File: config.mk
export PLATFORM = sky130hd
export DESIGN_NAME = fp16_acc_bank_flat
export DESIGN_NICKNAME = d
export VERILOG_FILES = /design/src/rtl/fp16_acc_bank_if.sv /design/src/rtl/fp16_acc_bank.sv /design/src/flat_wrapper.sv
export SDC_FILE = /design/constraint.sdc
export NUM_CORES = 2
export LEC_CHECK = 0
export BUFFER_PORTS_ARGS = -buffer_cell sky130_fd_sc_hd__buf_2
export CORE_MARGIN = 2
export CORE_UTILIZATION = 60
export DETAILED_ROUTE_END_ITERATION = 16
export MAX_ROUTING_LAYER = met4
export PLACE_DENSITY = 0.76
export SKIP_LAST_GASP = 1
export SLEW_MARGIN = 20
export SYNTH_ARGS = -nofsm -noshare
export SYNTH_HDL_FRONTEND = slang
export SYNTH_SLANG_ARGS = --single-unit
File: constraint.sdc
create_clock -name clk_i -period 69.2 [get_ports clk_i]
set_clock_uncertainty 0.05 [all_clocks]
set_input_delay 6.92 -clock clk_i [delete_from_list [all_inputs] [get_ports clk_i]]
set_output_delay 6.92 -clock clk_i [all_outputs]
set_load 0.1 [all_outputs]
File: src/rtl/fp16_acc_bank_if.sv
// Stream interface for fp16_acc_bank: fp16 beat input, drain request and fp32 drain output.
interface fp16_acc_bank_if #(
  parameter int unsigned NumAcc = 16
);
  localparam int unsigned AddrW = $clog2(NumAcc);

  logic             in_valid;
  logic             in_ready;
  logic [15:0]      in_value;
  logic [AddrW-1:0] in_addr;
  logic             in_first;
  logic             drain;
  logic             out_valid;
  logic             out_ready;
  logic [31:0]      out_data;
  logic [AddrW-1:0] out_addr;
  logic             out_last;
  logic             busy;

  modport master (
    output in_valid, in_value, in_addr, in_first, drain, out_ready,
    input  in_ready, out_valid, out_data, out_addr, out_last, busy
  );

  modport slave (
    input  in_valid, in_value, in_addr, in_first, drain, out_ready,
    output in_ready, out_valid, out_data, out_addr, out_last, busy
  );
endinterface

File: src/rtl/fp16_acc_bank.sv
// Bank of fp32 accumulators fed by fp16 beats; drains all entries in index order, then clears.
module fp16_acc_bank #(
  parameter int unsigned  NumAcc = 16,
  localparam int unsigned AddrW  = $clog2(NumAcc)
) (
  input logic            clk_i,
  input logic            rst_i,
  fp16_acc_bank_if.slave bus
);

  typedef enum logic [1:0] {StAccum, StFlush, StDrain} state_e;

  // fp16 -> fp32 is exact; fp16 subnormals become fp32 normals.
  function automatic logic [31:0] fp16_to_fp32(input logic [15:0] h);
    int p;
    logic [22:0] f;
    if (h[14:10] == 5'h1f) return {h[15], 8'hff, h[9:0], 13'd0};
    if (h[14:10] == 5'h00) begin
      if (h[9:0] == 10'd0) return {h[15], 31'd0};
      p = 0;
      for (int i = 0; i < 10; i++) if (h[i]) p = i;
      f = {13'd0, h[9:0]} << (23 - p);
      return {h[15], 8'(p + 103), f};
    end
    return {h[15], {3'd0, h[14:10]} + 8'd112, h[9:0], 13'd0};
  endfunction

  // Binary32 add, round-to-nearest-even. Mantissa frame: [27] carry, [26] hidden, [2:0] G/R/S.
  function automatic logic [31:0] fp32_add(input logic [31:0] a, input logic [31:0] b);
    logic [31:0] x, y;
    logic [9:0]  ex, ey, e, d;
    logic [27:0] mx, my, s;
    logic [24:0] m;
    logic        sticky, up;
    if (a[30:23] == 8'hff && a[22:0] != 23'd0) return a | 32'h0040_0000;
    if (b[30:23] == 8'hff && b[22:0] != 23'd0) return b | 32'h0040_0000;
    if (a[30:0] == 31'h7f80_0000) begin
      if (b[30:0] == 31'h7f80_0000 && a[31] != b[31]) return 32'h7fc0_0000;
      return a;
    end
    if (b[30:0] == 31'h7f80_0000) return b;
    if (a[30:0] >= b[30:0]) begin x = a; y = b; end
    else begin x = b; y = a; end
    ex = (x[30:23] == 8'd0) ? 10'd1 : {2'd0, x[30:23]};
    ey = (y[30:23] == 8'd0) ? 10'd1 : {2'd0, y[30:23]};
    mx = {1'b0, x[30:23] != 8'd0, x[22:0], 3'd0};
    my = {1'b0, y[30:23] != 8'd0, y[22:0], 3'd0};
    d  = ex - ey;
    if (d > 10'd27) begin
      sticky = |my;
      my     = '0;
    end else begin
      sticky = |(my & ((28'd1 << d) - 28'd1));
      my     = my >> d;
    end
    my[0] = my[0] | sticky;
    e = ex;
    if (x[31] == y[31]) begin
      s = mx + my;
      if (s[27]) begin
        s = {1'b0, s[27:2], s[1] | s[0]};
        e = e + 10'd1;
      end
    end else begin
      s = mx - my;
      if (s == 28'd0) return 32'd0;
      for (int i = 0; i < 26; i++) begin
        if (!s[26] && e > 10'd1) begin
          s = s << 1;
          e = e - 10'd1;
        end
      end
    end
    up = s[2] & (s[1] | s[0] | s[3]);
    m  = {1'b0, s[26:3]} + {24'd0, up};
    if (m[24]) begin
      m = m >> 1;
      e = e + 10'd1;
    end
    if (e >= 10'd255) return {x[31], 8'hff, 23'd0};
    // Hidden bit clear means the result stayed subnormal.
    return {x[31], m[23] ? e[7:0] : 8'h00, m[22:0]};
  endfunction

  state_e           state_q, state_d;
  logic             s1_valid_q, s1_first_q;
  logic [15:0]      s1_value_q;
  logic [AddrW-1:0] s1_addr_q;
  logic [31:0]      acc_q [NumAcc];
  logic [31:0]      acc_d [NumAcc];
  logic [AddrW-1:0] cnt_q, cnt_d, cnt_nxt;
  logic             out_valid_q, out_valid_d, out_last_q, out_last_d;
  logic [31:0]      out_data_q, out_data_d, add_sum;
  logic [AddrW-1:0] out_addr_q, out_addr_d;
  logic             accept, out_hs, last_hs;

  assign accept  = bus.in_valid && (state_q == StAccum);
  assign out_hs  = out_valid_q && bus.out_ready;
  assign last_hs = out_hs && out_last_q;
  assign cnt_nxt = cnt_q + AddrW'(1);

  assign bus.out_valid = out_valid_q;
  assign bus.out_data  = out_data_q;
  assign bus.out_addr  = out_addr_q;
  assign bus.out_last  = out_last_q;

  // State register.
  always_ff @(posedge clk_i or posedge rst_i) begin
    if (rst_i) state_q <= StAccum;
    else       state_q <= state_d;
  end

  // Next-state: drain request only honoured while accumulating.
  always_comb begin
    state_d = state_q;
    unique case (state_q)
      StAccum: if (bus.drain) state_d = StFlush;
      StFlush: state_d = StDrain;
      StDrain: if (last_hs) state_d = StAccum;
      default: state_d = StAccum;
    endcase
  end

  // State-decoded outputs.
  always_comb begin
    bus.in_ready = (state_q == StAccum);
    bus.busy     = (state_q != StAccum);
  end

  // Accumulator update and drain output next-state.
  always_comb begin
    acc_d   = acc_q;
    add_sum = fp32_add(fp16_to_fp32(s1_value_q), s1_first_q ? 32'd0 : acc_q[s1_addr_q]);
    if (s1_valid_q) acc_d[s1_addr_q] = add_sum;
    if (last_hs) begin
      for (int i = 0; i < NumAcc; i++) acc_d[i] = 32'd0;
    end
    cnt_d       = cnt_q;
    out_valid_d = out_valid_q;
    out_data_d  = out_data_q;
    out_addr_d  = out_addr_q;
    out_last_d  = out_last_q;
    if (state_q == StFlush) begin
      // Read through acc_d so the beat retiring this cycle is included.
      cnt_d       = '0;
      out_valid_d = 1'b1;
      out_addr_d  = '0;
      out_data_d  = acc_d[0];
      out_last_d  = 1'b0;
    end else if (out_hs) begin
      cnt_d = cnt_nxt;
      if (out_last_q) begin
        out_valid_d = 1'b0;
        out_last_d  = 1'b0;
      end else begin
        out_addr_d = cnt_nxt;
        out_data_d = acc_q[cnt_nxt];
        out_last_d = (cnt_nxt == AddrW'(NumAcc - 1));
      end
    end
  end

  // Datapath registers: input stage, accumulators, drain counter and output beat.
  always_ff @(posedge clk_i or posedge rst_i) begin
    if (rst_i) begin
      s1_valid_q  <= 1'b0;
      s1_first_q  <= 1'b0;
      s1_value_q  <= '0;
      s1_addr_q   <= '0;
      for (int i = 0; i < NumAcc; i++) acc_q[i] <= 32'd0;
      cnt_q       <= '0;
      out_valid_q <= 1'b0;
      out_data_q  <= 32'd0;
      out_addr_q  <= '0;
      out_last_q  <= 1'b0;
    end else begin
      s1_valid_q <= accept;
      if (accept) begin
        s1_first_q <= bus.in_first;
        s1_value_q <= bus.in_value;
        s1_addr_q  <= bus.in_addr;
      end
      acc_q       <= acc_d;
      cnt_q       <= cnt_d;
      out_valid_q <= out_valid_d;
      out_data_q  <= out_data_d;
      out_addr_q  <= out_addr_d;
      out_last_q  <= out_last_d;
    end
  end

endmodule

File: src/flat_wrapper.sv
// flat-port wrapper written by rule: the top's interface ports become plain ports
module fp16_acc_bank_flat 
#(
  parameter int unsigned  NumAcc = 16,
  localparam int unsigned AddrW  = $clog2(NumAcc)
)
  (clk_i, rst_i, bus_in_valid, bus_in_value, bus_in_addr, bus_in_first, bus_drain, bus_out_ready, bus_in_ready, bus_out_valid, bus_out_data, bus_out_addr, bus_out_last, bus_busy);
  fp16_acc_bank_if #(.NumAcc(NumAcc)) bus_i ();
  input logic clk_i;
  input logic rst_i;
  input wire logic [$bits(bus_i.in_valid)-1:0] bus_in_valid;
  input wire logic [$bits(bus_i.in_value)-1:0] bus_in_value;
  input wire logic [$bits(bus_i.in_addr)-1:0] bus_in_addr;
  input wire logic [$bits(bus_i.in_first)-1:0] bus_in_first;
  input wire logic [$bits(bus_i.drain)-1:0] bus_drain;
  input wire logic [$bits(bus_i.out_ready)-1:0] bus_out_ready;
  output wire logic [$bits(bus_i.in_ready)-1:0] bus_in_ready;
  output wire logic [$bits(bus_i.out_valid)-1:0] bus_out_valid;
  output wire logic [$bits(bus_i.out_data)-1:0] bus_out_data;
  output wire logic [$bits(bus_i.out_addr)-1:0] bus_out_addr;
  output wire logic [$bits(bus_i.out_last)-1:0] bus_out_last;
  output wire logic [$bits(bus_i.busy)-1:0] bus_busy;
  assign bus_i.in_valid = bus_in_valid;
  assign bus_i.in_value = bus_in_value;
  assign bus_i.in_addr = bus_in_addr;
  assign bus_i.in_first = bus_in_first;
  assign bus_i.drain = bus_drain;
  assign bus_i.out_ready = bus_out_ready;
  assign bus_in_ready = bus_i.in_ready;
  assign bus_out_valid = bus_i.out_valid;
  assign bus_out_data = bus_i.out_data;
  assign bus_out_addr = bus_i.out_addr;
  assign bus_out_last = bus_i.out_last;
  assign bus_busy = bus_i.busy;
  fp16_acc_bank #(.NumAcc(NumAcc)) u_core (.clk_i(clk_i), .rst_i(rst_i), .bus(bus_i));
endmodule
== After elaboration in Yosys (flattened, before gate mapping) ==
Cells that the tools add are included.
Word-level totals
  bits of input ports: 26
  output and inout bits: 40
  logic and storage cells: 699
  register bits after elaboration: 578
Operators by class
  bitwise operators: 8
  add/subtract/negate cells: 37
  shift-type cells: 3
  magnitude comparators: 32
  reduce and logical (&&, ||, !) cells: 78
  mux-type cells: 502
  equal/unequal tests: 13
Operators with widths (count)
  2-to-1 mux 27 bit: 183
  2-to-1 mux 10 bit: 189
  2-to-1 mux 32 bit: 44
  2-to-1 mux 512 bit: 2
  bitwise mux 512 bit: 1
  greater-than comparator 10 x 1 -> 1 bit, second input constant: 26
  subtractor 10 x 1 -> 10 bit, second input constant: 26
  binary-select mux 32 bit (select 4 bit): 2
  2-to-1 mux 24 bit: 6
  2-to-1 mux 28 bit: 5
  demux 32 bit (select 4 bit): 1
  == test 31 bit, second input constant: 2
  2-to-1 mux 1 bit: 50
  nonzero test 23 bit: 2
  logical AND 1 bit: 33
  left shift 10 x 32 -> 23 bit: 1
  subtractor 6 x 32 -> 32 bit, first input constant: 1
  greater-or-equal comparator 31 bit: 1
  adder 27 x 28 -> 28 bit: 1
  bitwise AND 27 x 28 -> 28 bit: 1
  logical NOT 28 bit: 1
  2-to-1 mux 4 bit: 7
  OR reduction 28 bit: 1
  left shift 1 x 10 -> 28 bit, first input constant: 1
  other kinds (38): 86

== Longest topological paths before layout ==
  depth after elaboration: 310
  mapped depth: 302

== Worst setup path before layout ==
Ideal clock, no wire load.
  path type: reg2reg
  from: register u_core.s1_addr_q[1]
  to: register u_core.acc_q[11] in the netlist's numbering
  data required time: 69.020 ns
  setup slack: 9.626 ns
  arrival time: 59.394 ns
  path buffers: 60
  cell stages (with the launch flop): 286
  setup time: 0.130 ns
  path through: dfrtp_1 > buf_4 > buf_4 > buf_4 > buf_2 > buf_2 > buf_2 > buf_2 > mux4_2 > a221oi_1 > nand2b_1 > ha_1 > nand4_1 > or3_1 > nor4_1 > and4b_1 > nor3b_1 > clkbuf_1 > (+250 left out) > buf_6 > buf_2 > nand3_1 > a21oi_1 > o22ai_1 > inv_1 > ha_1 > inv_1 > a2111o_1 > nand4bb_4 > or4_1 > a221o_1 > or3b_1 > buf_2 > buf_6 > a32oi_2 > buf_4 > o21ai_1
Between the ends
  word-level cells in the longest chain between the ends: 285
  elaborated cells on any way between the ends: 592
  classes of those cells: 33 x add/sub; 31 x order compare; 4 x eq/ne; 2 x shift; 452 x mux; 7 x bitwise; 63 x reduce/logical
RTL lines
  start, declared: RTL line fp16_acc_bank.sv:88  | logic [AddrW-1:0] s1_addr_q;
  start signal, assigned: RTL line fp16_acc_bank.sv:181  | s1_addr_q <= bus.in_addr;
  NOT 4 -> 5 bit (implied by the code) *: RTL line fp16_acc_bank.sv:133, fp16_acc_bank.sv:134
  binary-select mux 32 bit (select 4 bit): RTL line fp16_acc_bank.sv:133  | add_sum = fp32_add(fp16_to_fp32(s1_value_q), s1_first_q ? 32'd0 : acc_q[s1_addr_q]);
  2-to-1 mux 32 bit (implied by the code) (2 in series): RTL line fp16_acc_bank.sv:133
  2-to-1 mux 32 bit: RTL line fp16_acc_bank.sv:133
  greater-or-equal comparator 31 bit: RTL line fp16_acc_bank.sv:42  | if (a[30:0] >= b[30:0]) begin x = a; y = b; end
  2-to-1 mux 32 bit (2 in series): RTL line fp16_acc_bank.sv:42
  2-to-1 mux 32 bit: RTL line fp16_acc_bank.sv:41  | if (b[30:0] == 31'h7f80_0000) return b;
  2-to-1 mux 32 bit: RTL line fp16_acc_bank.sv:37  | if (a[30:0] == 31'h7f80_0000) begin
  (+267 left out)
  2-to-1 mux 32 bit: RTL line fp16_acc_bank.sv:74  | up = s[2] & (s[1] | s[0] | s[3]);
  2-to-1 mux 32 bit: RTL line fp16_acc_bank.sv:42
  2-to-1 mux 32 bit: RTL line fp16_acc_bank.sv:41
  2-to-1 mux 32 bit: RTL line fp16_acc_bank.sv:37
  2-to-1 mux 32 bit: RTL line fp16_acc_bank.sv:36  | if (b[30:23] == 8'hff && b[22:0] != 23'd0) return b | 32'h0040_0000;
  bitwise mux 512 bit *: RTL line fp16_acc_bank.sv:134  | if (s1_valid_q) acc_d[s1_addr_q] = add_sum;
  2-to-1 mux 512 bit *: RTL line fp16_acc_bank.sv:134
  2-to-1 mux 512 bit *: RTL line fp16_acc_bank.sv:135  | if (last_hs) begin
  end signal, assigned: RTL line fp16_acc_bank.sv:183  | acc_q <= acc_d;
  end, declared: RTL line fp16_acc_bank.sv:89  | logic [31:0] acc_q [NumAcc];
Every way passes the cells marked *; elsewhere a longest branch is shown, timed or not. The select of a mux whose other input is x is not followed.
A chain may end at the register's enable or synchronous reset.

== Worst setup path in the final report ==
  from: register u_core.s1_addr_q[2]
  to: register u_core.acc_q[226] in the netlist's numbering
Same word-level chain as after synthesis.

==> reports/qor.log <==
INFO  sta            max_freq=15.5MHz
INFO  sta            timing.final.crit_period=64.40ns
INFO  placed_design  number_of_input_and_output_port_buffers_inserted=65
INFO  grt            globalRouteTotalUtil=0.450
INFO  worst_setup_path cpMostUsedCell=sky130_fd_sc_hd__ha_1
INFO  min_path       min_path_type=flop to flop
INFO  grt            largest_net_degree_at_the_start_of_global_routing=136
INFO  cts            cts_num_sinks=578
INFO  grt            first_global_vias=59600
INFO  worst_setup_path r2r_cells=239
INFO  cells_and_area nNetsFinal=7466
INFO  logic_synthesis synth_enable_flop_cells=0
INFO  worst_setup_path kind_of_critical_path=flop to flop
INFO  die            core.rowCount=116
INFO  worst_setup_path worst_r2r_endpoint=u_core.acc_q[226]
INFO  die            die_outline_area=0.103mm2
INFO  sta            final-hold-violation-count=0
INFO  logic_synthesis ys.warnings.count=0
INFO  sta            report.final.slew_viol_count=0
INFO  cts            cts_inserted_buffers=52
INFO  route          post-route-drc-count=0
INFO  cts            tritoncts=built
INFO  route          initialDrtViolationCount=9216
INFO  route          drt_wl_total=234000um
INFO  logic_synthesis synth_area_per_cell=8.04um2
INFO  cells_and_area areaGrowthSynthToFinish=6.76%
INFO  route          drt-wirelength-per-cell=27.1um
INFO  logic_synthesis post_synth_cell_types=141
INFO  logic_synthesis synthDominantCellAreaShare=0.240
INFO  die            fp.dieH=321um
INFO  logic_synthesis postSynthCellCount=7495
INFO  logic_synthesis yosys.area.top_type=sky130_fd_sc_hd__dfrtp_1
INFO  cells_and_area mostFrequentLayoutCells=sky130_fd_sc_hd__nand2_1 (1148), sky130_fd_sc_hd__nor2_1 (753), sky130_fd_sc_hd__dfrtp_1 (573)
INFO  sta            fin_worst_hold_slack=0.448ns
INFO  cts            cts.htree.levels=2
INFO  placed_design  gp_congestion=1.06
INFO  logic_synthesis synth.top_cells.by_area=sky130_fd_sc_hd__dfrtp_1 (24%), sky130_fd_sc_hd__mux4_2 (11%), sky130_fd_sc_hd__nand2_1 (7.2%)
INFO  worst_setup_path rr_startpoint=u_core.s1_addr_q[2]
INFO  run_status     violations=capacitance limit
INFO  logic_synthesis part_of_the_yosys_area_used_for_sequential_elements=0.240
INFO  die            initial_utilization=0.603
INFO  route          firstDrtPassIters=7
INFO  cts            worstSkewPairLatency=0.64ns
INFO  worst_setup_path crit_end_element=flop
INFO  logic_synthesis ys_ff_latch=578
INFO  cts            cts.path.max_buffers=3
INFO  sta            rsz0062_at_grt=false
INFO  worst_setup_path cp-startpoint=u_core.s1_addr_q[2]
INFO  grt            globalRoute.totalOverflow=0
INFO  cts            clk_root_buffer_cell=sky130_fd_sc_hd__clkbuf_16
INFO  worst_setup_path critical_path_arrival=64.92ns
INFO  sta            max-slew-margin-rel=0.0144
INFO  worst_setup_path timing.reg2reg.setup_slack=4.80ns
INFO  worst_setup_path worst_path_largest_cell_delay=0.97ns
INFO  cells_and_area final_common_cell=sky130_fd_sc_hd__nand2_1
INFO  sta            period_share=0.931
INFO  placed_design  place.detailed.hpwl=162000um
INFO  route          post_drt_via_cell_ratio=7.34
INFO  die            chipWidth=321um
INFO  cts            cts.reportedPaths.clkPinSlew=0.07ns
INFO  job            drv_cap=1
INFO  cells_and_area drive_gt1_frac=0.139
INFO  sta            fin_tns_setup=0ns
INFO  sta            report.final.setup_viol=0
INFO  worst_setup_path worstSetupStartpointType=flop
INFO  cells_and_area n_fill_cell=8490
INFO  route          antenna_left=0
INFO  die            floorplan.io_pins=66
INFO  worst_setup_path critical_path.slowest_cell=sky130_fd_sc_hd__o211ai_1
INFO  route          dr_total_vias=63400
INFO  sta            worst-slew-pin-transition=1.47ns
INFO  grt            grt_antenna_before_repair=6
INFO  run_status     run_status=finished with violations
INFO  grt            global_route_wire_length_before_repair=353000um
INFO  logic_synthesis synth_top_flop_cell=sky130_fd_sc_hd__dfrtp_1
INFO  worst_setup_path critical_path.endpoint=u_core.acc_q[226]
INFO  logic_synthesis mappedNetlistArea=0.0602mm2
INFO  die            core_area=0.0999mm2
INFO  logic_synthesis postSynth.asyncResetShare=1.00
INFO  worst_setup_path worst-endpoint-required=69.73ns
INFO  worst_setup_path critical_path.max_fanout=51
flip-flops by register name (all words and copies together), names as in the netlist:
signal	count
u_core.cnt_q	4
u_core.s1_addr_q	4
u_core.bus.out_valid	1
u_core.bus.out_data	32
u_core.bus.out_last	1
u_core.s1_value_q	16
u_core.bus.out_addr	4
u_core.acc_q	512
u_core.s1_valid_q	1
u_core.state_q	2
u_core.s1_first_q	1
how the worst min path moves through the flow:
| stage | startpoint | end | slack (ns) | cells past startpoint |
|---|---|---|---|---|
| after floorplan | u_core.acc_q[465] | u_core.acc_q[465] | 0.41 | 2 |
| after global placement | u_core.acc_q[83] | u_core.acc_q[83] | 0.42 | 2 |
| after detailed placement | u_core.acc_q[303] | u_core.acc_q[303] | 0.43 | 2 |
| after CTS | u_core.acc_q[303] | u_core.acc_q[303] | 0.45 | 2 |
| after global routing | u_core.acc_q[179] | u_core.acc_q[179] | 0.48 | 2 |
| final | u_core.acc_q[179] | u_core.acc_q[179] | 0.45 | 2 |
critical path, delay by kind of cell, from the launching register on:
family                   cells  cell delay, ns
XOR/XNOR                     7            1.62
AO/OA/AOI/OAI               84           22.05
flip-flops                   1            0.85
adder cells (fa/ha/maj)     29            9.17
multiplexers                 7            2.32
buffers and inverters       34            7.21
AND/OR/NAND/NOR             78           20.81
cell usage after synthesis, types with 145 or more instances:
library cell               instances
sky130_fd_sc_hd__a21oi_1         527
sky130_fd_sc_hd__clkbuf_1        363
sky130_fd_sc_hd__dfrtp_1         578
sky130_fd_sc_hd__ha_1            145
sky130_fd_sc_hd__inv_1           160
sky130_fd_sc_hd__mux2i_1         288
sky130_fd_sc_hd__mux4_2          281
sky130_fd_sc_hd__nand2_1        1154
sky130_fd_sc_hd__nand3_1         151
sky130_fd_sc_hd__nor2_1          767
sky130_fd_sc_hd__o21ai_0         496
sky130_fd_sc_hd__o21ai_1         257
timing repair:
action	in CTS	in global routing
endpoints found under the setup margin	0	527
buffers inserted	0	29
hold buffers	0	0
resized for setup	0	58
through the flow:
stage,util,cells,worst slack [ns],area [um2]
CTS,0.637,8602,1.00,63600
finish,0.644,8641,4.80,64300
global placement,0.618,8505,3.34,61700
global route,0.644,8639,0.0514,64300
detailed placement,0.618,8505,1.45,61800
floorplan,-,7505,9.63,60300
cells by family after synthesis:
kind of cell             Yosys count  synth area share
other                              2          0.000125
buffers and inverters            678            0.0453
AO/OA/AOI/OAI                   2468             0.274
flip-flops                       578             0.240
XOR/XNOR                         183            0.0277
multiplexers                     672             0.172
adder cells (fa/ha/maj)          147            0.0308
AND/OR/NAND/NOR                 2767             0.210
final cells by class:
class	instances	area, um2	share of cell area
clock buffer	83	1630	0.0253
clock inverter	14	176	0.00274
inverter	164	627	0.00975
multi-input combinational	6251	43900	0.682
sequential	578	14500	0.225
tap	1298	1620	0.0252
timing repair buffer	246	1910	0.0296
antenna	7	17.5	0.000272
per-layer routing:
layer	vias to the layer above	routed length (um)	share of wire	global-route usage
li1	27700	-	-	-
met1	30100	85100	0.36	0.544
met2	4414	103000	0.44	0.679
met3	1201	27500	0.12	0.113
met4	0	18200	0.078	0.278
met5	-	0	0	-
Power is not shown: default switching activity piles up to over one toggle a cycle in this logic, so the estimate is an artifact.
